`src/rtl/mem_reader.sv`:
```
// Streams a block of memory words out as bytes, most-significant byte first,
// over a valid/ready byte interface driven from a synchronous-read memory.
module mem_reader #(
  parameter int ADDR_WIDTH = 15,
  parameter int DATA_WIDTH = 16
) (
  input  logic                  clk,
  input  logic                  rst_n,
  input  logic                  start,
  input  logic [ADDR_WIDTH-1:0] start_addr,
  input  logic [ADDR_WIDTH:0]   num_words,
  output logic [ADDR_WIDTH-1:0] mem_addr,
  input  logic [DATA_WIDTH-1:0] mem_rd_data,
  output logic [7:0]            tx_data,
  output logic                  tx_valid,
  input  logic                  tx_ready,
  output logic                  busy,
  output logic                  done
);

  localparam int NBYTES = DATA_WIDTH / 8;
  localparam int IDXW   = (NBYTES > 1) ? $clog2(NBYTES) : 1;

  typedef enum logic [2:0] {
    IDLE,
    FETCH,
    LOAD,
    SEND,
    FIN
  } state_t;

  state_t                state_q, state_d;
  logic [ADDR_WIDTH-1:0] addr_q, addr_d;
  logic [ADDR_WIDTH:0]   remaining_q, remaining_d;
  logic [IDXW-1:0]       idx_q, idx_d;
  logic [DATA_WIDTH-1:0] shift_q, shift_d;
  logic                  done_q;
  logic                  last_byte;

  assign last_byte = (idx_q == IDXW'(NBYTES - 1));

  always_ff @(posedge clk or negedge rst_n) begin
    if (!rst_n) begin
      state_q     <= IDLE;
      addr_q      <= '0;
      remaining_q <= '0;
      idx_q       <= '0;
      shift_q     <= '0;
      done_q      <= 1'b0;
    end else begin
      state_q     <= state_d;
      addr_q      <= addr_d;
      remaining_q <= remaining_d;
      idx_q       <= idx_d;
      shift_q     <= shift_d;
      done_q      <= (state_q == FIN);
    end
  end

  // The memory read is registered, so FETCH only waits for the data that LOAD captures.
  always_comb begin
    state_d     = state_q;
    addr_d      = addr_q;
    remaining_d = remaining_q;
    idx_d       = idx_q;
    shift_d     = shift_q;
    case (state_q)
      IDLE: begin
        if (start) begin
          addr_d      = start_addr;
          remaining_d = num_words;
          state_d     = (num_words != '0) ? FETCH : FIN;
        end
      end
      FETCH: state_d = LOAD;
      LOAD: begin
        shift_d = mem_rd_data;
        idx_d   = '0;
        state_d = SEND;
      end
      SEND: begin
        if (tx_ready) begin
          if (last_byte) begin
            remaining_d = remaining_q - (ADDR_WIDTH+1)'(1);
            if (remaining_q > (ADDR_WIDTH+1)'(1)) begin
              addr_d  = addr_q + ADDR_WIDTH'(1);
              state_d = FETCH;
            end else begin
              state_d = FIN;
            end
          end else begin
            shift_d = shift_q << 8;
            idx_d   = idx_q + IDXW'(1);
          end
        end
      end
      FIN:     state_d = IDLE;
      default: state_d = IDLE;
    endcase
  end

  assign mem_addr = addr_q;
  assign tx_data  = shift_q[DATA_WIDTH-1 -: 8];
  assign tx_valid = (state_q == SEND);
  assign busy     = (state_q != IDLE);
  assign done     = done_q;

endmodule

```
`config.mk`:
```
export PLATFORM = sky130hd
export DESIGN_NAME = mem_reader
export DESIGN_NICKNAME = d
export VERILOG_FILES = /design/src/rtl/mem_reader.sv
export SDC_FILE = /design/constraint.sdc
export NUM_CORES = 1
export LEC_CHECK = 0
export CAP_MARGIN = 25
export CORE_MARGIN = 2
export CORE_UTILIZATION = 42
export CTS_CLUSTER_DIAMETER = 200
export CTS_CLUSTER_SIZE = 20
export DETAILED_ROUTE_END_ITERATION = 16
export GPL_ROUTABILITY_DRIVEN = 0
export PLACE_DENSITY = 0.78
export SYNTH_ARGS = -nofsm -noshare
export SYNTH_HDL_FRONTEND = slang
export SYNTH_SLANG_ARGS = --single-unit
```
`constraint.sdc`:
```
create_clock -name clk -period 4.4 [get_ports clk]
set_input_delay 0.88 -clock clk [delete_from_list [all_inputs] [get_ports clk]]
set_output_delay 0.88 -clock clk [all_outputs]
set_load 0.01 [all_outputs]
```
==> flow_summary_export.csv, run 1 <==
group,metric,value,unit
worst_setup_path,end_kind,"output pin",
final_layout,fill_cells,689,
worst_setup_path,arrival,2.14,ns
drt,first_pass_iters,5,
timing,slew_violations,0,
final_layout,fin_nets,474,
pwr,leakagePower,1.51,nW
logic_synthesis,syn_area,3060,um2
worst_setup_path,worstPathMaxFanout,55,
logic_synthesis,synth.distinct_cells,57,
timing,setup_viol,0,
floorplanning,dieHeight,89.3,um
logic_synthesis,synth-seq-cells,52,
place,postPlaceCellArea,3800,um2
grt,grt_usage,0.195,
drt,finalWirelength,7.74,mm
drt,drt_iter0_drc,205,
logic_synthesis,netlist_top_cells_area,"dfrtp_1 43%, nand2_1 6.5%, a21oi_1 6.1%",
pwr,peakVddDrop,0.354,mV
clock_tree,cts_buffers,5,
final_layout,areaGrowthSynthToFinish,27.2,%
floorplanning,row_count,31,
floorplanning,ios,77,
timing,fin_tns_setup,0,ns
clock_tree,cts_max_path_buffers,2,
drt,ant_nets,0,
drt,routed_via_density,5.70,
logic_synthesis,synth_area_per_cell,8.45,um2
timing,slew-limit-headroom,0.479,
timing,finalClockSkew,0.0120,ns
clock_tree,clk_latency,0.31,ns
logic_synthesis,synthTopCellsByCount,"53 x nand2_1, 52 x dfrtp_1, 37 x a21oi_1",
pwr,power_density,664,nW/um2
place,place.port_buffers,76,
timing,tightest_slew,0.781,ns
worst_hold_path,hold_path_class,"in2async",
logic_synthesis,ys_seq_area_frac,0.425,
floorplanning,core,7140,um2
clock_tree,htreeDepth,2,
timing,fmax,332,MHz
logic_synthesis,yosysWarnings,0,
job,maxCapViolations,0,
run_status,status,"finished clean",
worst_setup_path,worstRegToRegCells,8,
clock_tree,cts_tree,"yes",
drt,dr_total_vias,2962,
final_layout,drive_gt1_frac,0.0689,
clock_tree,cts_root_buf,"clkbuf_8",
logic_synthesis,synth_top_cell_area_share,0.425,
grt,overflow,0,
logic_synthesis,synth.most_common_cell,"nand2_1",
clock_tree,cts.sink_count,52,
logic_synthesis,postSynthCellCount,362,
timing,period_needed,3.02,ns
drt,drc_errors,0,
grt,grt_pass1_vias,2660,
worst_setup_path,start_kind,"flip-flop",
timing,rsz0062_at_grt,"no",
logic_synthesis,synth_edf_count,0,
clock_tree,holdBufCountCts,0,
clock_tree,cts.clk_slew.worst_paths,0.10,ns
floorplanning,die-area,7980,um2
worst_setup_path,worstSetupPathType,"reg2out",
grt,grt_pass1_wl,12.2,mm
clock_tree,cts_resized,0,
worst_setup_path,critPathRequiredTime,3.52,ns
timing,final_hold_viol_count,0,
floorplanning,fp.dieW,89.3,um
timing,finalCritPeriodShare,0.685,
worst_setup_path,r2r-end,"mem_addr[9]",
logic_synthesis,ys.flop_type,"dfrtp_1",
grt,antenna_found_initial,0,
final_layout,final_area,3890,um2
grt,grt_max_degree,56,
final_layout,diodes,0,
floorplanning,initial_utilization,0.429,
drt,wl_per_cell,14.9,um
logic_synthesis,synth_nets,416,
worst_setup_path,worstReg2RegStart,"remaining_q[0]",
logic_synthesis,synthArstFlopShare,1.00,
logic_synthesis,yosysTopAreaCell,"dfrtp_1",
place,hpwl,5.59,mm
clock_tree,cts_setup_buffers,0,
worst_setup_path,rrSetupSlack,2.00,ns
==> kinds of logic (layout without fill, tap and decap cells) <==
logic type	Yosys count	count (layout)	synth area share
compound gates	114	114	0.239
fa+ha+maj	3	3	0.0123
buf+inv	36	95	0.0634
flops	52	52	0.425
mux	1	1	0.00327
simple gates	156	156	0.257
==> worst max-delay path, cell delays in order, from the launching register on <==
cell and delay, ns:
dfrtp_1 0.48, nand2_1 0.13, or2_1 0.27, clkinv_4 0.31
clkdlybuf4s50_1 0.61
==> state kept, by name, indices dropped and copies added, names as in the netlist <==
name,cells
remaining_q,16
shift_q,16
mem_addr,15
state_q,3
done,1
idx_q,1
==> where the power goes <==
group | internal [mW] | total [mW] | switching [mW]
combinational | 0.589 | 1.36 | 0.770
clock | 0.113 | 0.281 | 0.168
sequential | 0.696 | 0.945 | 0.249
==> per-stage QoR <==
stage | setup slack, ns | power [mW] | instances | util | hold WS [ns]
2_1_floorplan | 2.37 | 1.90 | 362 | - | 0.473
3_3_place_gp | 1.58 | 2.25 | 512 | 0.532 | 0.488
3_5_place_dp | 1.48 | 2.31 | 512 | 0.532 | 0.491
4_1_cts | 1.39 | 2.59 | 520 | 0.545 | 0.492
5_1_grt | 1.25 | 2.81 | 520 | 0.545 | 0.509
6_report | 1.38 | 2.59 | 520 | 0.545 | 0.495
==> worst max path at each step <==
| stage | slack, ns | end | cells after the start | start |
|---|---|---|---|---|
| 6_report | 1.38 | tx_valid | 4 | state_q[0] |
| 5_1_grt | 1.25 | tx_valid | 4 | state_q[0] |
| 2_1_floorplan | 2.37 | tx_valid | 6 | state_q[0] |
| 3_5_place_dp | 1.48 | remaining_q[8] | 7 | tx_ready |
| 4_1_cts | 1.39 | tx_valid | 4 | state_q[0] |
| 3_3_place_gp | 1.58 | remaining_q[8] | 7 | tx_ready |
==> metal layers <==
| metal | vias to the layer above | part of all wire | wire length [um] | track usage |
|---|---|---|---|---|
| li1 | 1434 | - | - | - |
| met1 | 1399 | 0.44 | 3440 | 0.257 |
| met2 | 122 | 0.47 | 3670 | 0.316 |
| met3 | 7 | 0.072 | 554 | 0.0526 |
| met4 | 0 | 0.0097 | 75 | 0.0556 |
| met5 | - | 0 | 0 | 0 |
==> layout make-up <==
class | count | area, um2 | area share
clock buffers | 5 | 68.8 | 0.0177
flip-flops and latches | 52 | 1300 | 0.334
clock inverters | 3 | 23.8 | 0.00611
multi-input cells | 274 | 1560 | 0.402
inverters | 9 | 38.8 | 0.00997
well taps | 99 | 124 | 0.0318
repair buffers | 78 | 771 | 0.198
==> layout by cell type (no fill, tap or decap), drive strengths merged, types with 3 or more instances in the layout <==
cell	n
clkdlybuf4s50	75
nand2	53
dfrtp	52
a21oi	40
nor2	37
o21ai	25
nand3	17
nor3	13
a31oi	12
nor4	12
inv	8
a22o	8
and2	7
o22ai	6
clkbuf	5
nand4	5
or3	4
o211ai	3
ha	3
buf	3
Note: power is estimated with default switching activity, not from simulation.
==> inputs of run 2 (changes only) <==
Settings changed: PLACE_DENSITY 0.78 to 0.81.
Clock period 4.4 ns to 2.7 ns, I/O delays scaled along.
==> run 2 against run 1 <==
Global-route usage increased by 0.81 points. Non-clock buffer count increased by 2. Count of clock-buffer cells in the layout increased by 2. Critical path depth unchanged. Hold slack got worse by 0.16 ns. Routed wire length decreased by 0.34%. Final cell count increased by 0.38%. Critical path type unchanged. Highest routed layer unchanged.
==> flow_summary_export.csv, run 2 (synthesized netlist as in run 1, its figures left out) <==
group,metric,value,unit
grt,overflow,0,
grt,antenna_found_initial,0,
timing,slew_violations,0,
worst_setup_path,critical_path_buf_inv_count,2,
floorplanning,core,7140,um2
place,hpwl,5.62,mm
worst_setup_path,critical-path-max-stage-delay,0.58,ns
place,dp_slack,0.320,ns
place,place.port_buffers,76,
worst_setup_path,end_kind,"output pin",
worst_setup_path,worstReg2RegStart,"remaining_q[0]",
clock_tree,htreeDepth,2,
worst_setup_path,start_kind,"flip-flop",
final_layout,drive_gt1_frac,0.0733,
floorplanning,ios,77,
worst_setup_path,crit_path_cell_trace,"nand2_1 > or2_1 > clkinv_4 > clkdlybuf4s50_1",
pwr,leakagePower,1.54,nW
clock_tree,cts.clk_slew.worst_paths,0.09,ns
timing,rsz0062_at_grt,"no",
worst_setup_path,arrival,1.97,ns
floorplanning,row_count,31,
clock_tree,cts_resized,0,
timing,tightest_slew,0.660,ns
timing,finalCritPeriodShare,0.931,
drt,ant_nets,0,
drt,drt_iter0_drc,294,
drt,routed_via_density,5.60,
pwr,power_density,1110,nW/um2
drt,finalWirelength,7.71,mm
floorplanning,die-area,7980,um2
final_layout,layout_commonest_cell,"clkdlybuf4s50_1",
grt,grt_pass1_wl,12.7,mm
worst_setup_path,r2r-end,"mem_addr[0]",
worst_setup_path,worstRegToRegCells,8,
grt,grt_usage,0.203,
run_status,status,"finished clean",
timing,fin_tns_setup,0,ns
clock_tree,cts_buffers,5,
final_layout,final_cell_mix,"75 x clkdlybuf4s50_1, 53 x nand2_1, 52 x dfrtp_1",
grt,grt_pass1_vias,2698,
grt,grt_max_degree,53,
timing,period_needed,2.51,ns
drt,first_pass_iters,4,
clock_tree,clk_latency,0.30,ns
place,dp_cells,514,
timing,slew-limit-headroom,0.560,
worst_setup_path,rrSetupSlack,0.44,ns
job,maxCapViolations,0,
floorplanning,fp.dieW,89.3,um
drt,wl_per_cell,14.8,um
clock_tree,cts_setup_buffers,0,
final_layout,fin_nets,476,
clock_tree,cts_root_buf,"clkbuf_8",
clock_tree,cts.sink_count,52,
clock_tree,holdBufCountCts,0,
timing,finalClockSkew,0.00432,ns
worst_setup_path,path_delay_family,"buffers and inverters",
clock_tree,cts_max_path_buffers,2,
final_layout,diodes,0,
floorplanning,initial_utilization,0.429,
pwr,peakVddDrop,0.322,mV
worst_setup_path,critPathRequiredTime,2.16,ns
floorplanning,dieHeight,89.3,um
drt,dr_total_vias,2925,
timing,setup_viol,0,
worst_setup_path,worstSetupPathType,"reg2out",
final_layout,instances_no_fill,522,
timing,setup_slack,0.187,ns
timing,fmax,398,MHz
timing,final_hold_viol_count,0,
final_layout,areaGrowthSynthToFinish,28.8,%
worst_setup_path,worstPathMaxFanout,27,
drt,drc_errors,0,
worst_setup_path,cp_slowest_cell,"clkdlybuf4s50_1",
clock_tree,cts_tree,"yes",
worst_hold_path,hold_path_class,"in2async",
-- run 2: worst max path at each step --
stage / depth (start not counted) / to / startpoint / slack, ns
after CTS: 4 / tx_valid / state_q[0] / 0.19
after floorplan: 9 / mem_addr[8] / remaining_q[0] / 0.85
after global placement: 7 / remaining_q[10] / tx_ready / 0.38
after global routing: 4 / tx_valid / state_q[0] / 0.07
final: 4 / tx_valid / state_q[0] / 0.19
after detailed placement: 7 / remaining_q[10] / tx_ready / 0.32
-- run 2: layer usage --
metal | track usage | routed length (um) | up-vias
met5 | 0 | 0 | -
met2 | 0.329 | 3670 | 105
met4 | 0.0665 | 102 | 0
met1 | 0.278 | 3480 | 1376
met3 | 0.0323 | 460 | 10
li1 | - | - | 1434
-- run 2: cell type report --
class / count / area [um2]
Tap cell: 99 / 124
Inverter: 9 / 38.8
Fill cell: 691 / 3200
Timing Repair Buffer: 80 / 786
Clock buffer: 7 / 96.3
Clock inverter: 1 / 30.0
Sequential cell: 52 / 1300
Multi-Input combinational cell: 274 / 1560
-- run 2: power by group --
group / internal, mW / switching (mW) / leakage [nW]
Combinational: 0.980 / 1.27 / 0.868
Sequential: 1.13 / 0.406 / 0.607
Clock: 0.327 / 0.253 / 0.0645
-- run 2: worst register-to-register path, stage by stage, from the launching register on --
cell and delay (ns):
dfrtp_1 0.40, inv_1 0.09, ha_1 0.29, nor2_1 0.17, nor4_1 0.08, a41o_2 0.32, o21ai_2 0.49, o21ai_0 0.19
mux2i_1 0.17
-- run 2: metrics by stage --
| step | hold slack, ns | total power, mW | cell area, um2 | utilization |
|---|---|---|---|---|
| CTS | 0.366 | 4.38 | 3940 | 0.552 |
| global route | 0.391 | 4.76 | 3940 | 0.552 |
| detailed placement | 0.491 | 3.79 | 3810 | 0.534 |
| finish | 0.340 | 4.37 | 3940 | 0.552 |
| floorplan | 0.244 | 3.10 | 3060 | - |
| global placement | 0.487 | 3.71 | 3810 | 0.534 |
==> inputs of run 3 (changes only) <==
Settings changed: MAX_ROUTING_LAYER from default to met4.
==> run 3 against run 2 <==
Power about the same. Combinational power barely moved. Sequential power hardly changed. Register-to-register slack worse by 0.02 ns. Largest cell class unchanged. Largest power group unchanged.
==> flow_summary_export.csv, run 3 (synthesized netlist as in run 1, its figures left out) <==
group,metric,value,unit
run_status,status,"finished clean",
grt,antenna_found_initial,0,
final_layout,areaGrowthSynthToFinish,28.8,%
timing,finalCritPeriodShare,0.935,
timing,setup_slack,0.176,ns
pwr,power_frac_comb,0.515,
timing,final_hold_viol_count,0,
clock_tree,holdBufCountCts,0,
final_layout,drive_gt1_frac,0.0733,
pwr,power_switching,1.93,mW
worst_setup_path,worstSetupPathType,"reg2out",
drt,first_pass_iters,5,
drt,wl_per_cell,14.9,um
pwr,leakagePower,1.54,nW
clock_tree,cts.sink_count,52,
final_layout,fin_nets,476,
drt,routed_via_density,5.64,
clock_tree,cts_setup_buffers,0,
floorplanning,initial_utilization,0.429,
worst_setup_path,worstReg2RegStart,"remaining_q[0]",
floorplanning,dieHeight,89.3,um
worst_setup_path,worstPathMaxFanout,27,
timing,finalClockSkew,0.00483,ns
clock_tree,cts_resized,0,
final_layout,diodes,0,
grt,grt_pass1_wl,12.7,mm
grt,grt_max_degree,53,
worst_setup_path,critPathRequiredTime,2.16,ns
job,maxCapViolations,0,
drt,ant_nets,0,
final_layout,final_area,3940,um2
worst_hold_path,hold_path_class,"in2async",
floorplanning,die-area,7980,um2
pwr,internal-power,2.44,mW
worst_setup_path,worstRegToRegCells,8,
worst_setup_path,r2r-end,"mem_addr[0]",
place,dp_cells,514,
clock_tree,cts.clk_slew.worst_paths,0.09,ns
place,postPlaceCellArea,3810,um2
final_layout,final_util,0.552,
timing,setup_viol,0,
clock_tree,htreeDepth,2,
floorplanning,core,7140,um2
timing,slew_violations,0,
pwr,swShare,0.442,
grt,grt_usage,0.209,
pwr,p_clk_frac,0.133,
timing,period_needed,2.52,ns
timing,tightest_slew,0.663,ns
final_layout,instances_no_fill,522,
floorplanning,ios,77,
clock_tree,cts_root_buf,"clkbuf_8",
place,dp_slack,0.320,ns
clock_tree,cts_max_path_buffers,2,
floorplanning,fp.dieW,89.3,um
clock_tree,cts_buffers,5,
floorplanning,row_count,31,
place,place.port_buffers,76,
worst_setup_path,arrival,1.98,ns
drt,drt_iter0_drc,257,
clock_tree,clk_latency,0.30,ns
final_layout,final_cell_mix,"75 x clkdlybuf4s50_1, 53 x nand2_1, 52 x dfrtp_1",
timing,hold_slack,0.336,ns
pwr,seqPwrFrac,0.352,
drt,drc_errors,0,
place,hpwl,5.62,mm
timing,fmax,396,MHz
pwr,peakVddDrop,0.324,mV
timing,rsz0062_at_grt,"no",
grt,overflow,0,
final_layout,layout_commonest_cell,"clkdlybuf4s50_1",
timing,fin_tns_setup,0,ns
worst_setup_path,end_kind,"output pin",
final_layout,fill_cells,691,
drt,finalWirelength,7.78,mm
drt,dr_total_vias,2945,
pwr,power_density,1110,nW/um2
timing,slew-limit-headroom,0.558,
worst_setup_path,start_kind,"flip-flop",
worst_setup_path,rrSetupSlack,0.42,ns
pwr,finalPower,4.37,mW
grt,grt_pass1_vias,2694,
clock_tree,cts_tree,"yes",
==> run 3: cell counts in the layout (fill, tap and decap cells not counted) <==
No cell type changed its count.
==> run 3: power by group through the flow <==
stage	clock network [mW]	logic (mW)	registers (mW)
after global routing	0.629	2.54	1.60
final	0.583	2.25	1.54
after detailed placement	0	2.24	1.55
after global placement	0	2.18	1.53
after floorplan	0	1.61	1.50
after CTS	0.595	2.25	1.54
==> run 3: cell type report <==
| cell class | count | area (um2) | area share |
|---|---|---|---|
| Clock inverter | 1 | 30.0 | 0.00762 |
| Sequential cell | 52 | 1300 | 0.330 |
| Tap cell | 99 | 124 | 0.0314 |
| Clock buffer | 7 | 96.3 | 0.0245 |
| Inverter | 9 | 38.8 | 0.00984 |
| Multi-Input combinational cell | 274 | 1560 | 0.397 |
| Timing Repair Buffer | 80 | 786 | 0.199 |
==> run 3: how the worst max path moves through the flow <==
| stage | to | cells after the start | slack, ns | start |
|---|---|---|---|---|
| global route | tx_valid | 4 | 0.07 | state_q[0] |
| finish | tx_valid | 4 | 0.18 | state_q[0] |
| floorplan | mem_addr[8] | 9 | 0.85 | remaining_q[0] |
| global placement | remaining_q[10] | 7 | 0.38 | tx_ready |
| CTS | tx_valid | 4 | 0.19 | state_q[0] |
| detailed placement | remaining_q[10] | 7 | 0.32 | tx_ready |
==> run 3: per-layer routing <==
layer | GRT usage | routed length, um | vias to the layer above
li1 | - | - | 1431
met5 | - | 0 | -
met1 | 0.278 | 3550 | 1377
met3 | 0.0323 | 464 | 13
met4 | 0.0665 | 116 | 0
met2 | 0.330 | 3650 | 124
==> run 3: worst max-delay path, stage by stage (launching register included) <==
cell and delay [ns]:
dfrtp_1 0.49, nand2_1 0.14, or2_1 0.28, clkinv_4 0.20, clkdlybuf4s50_1 0.57
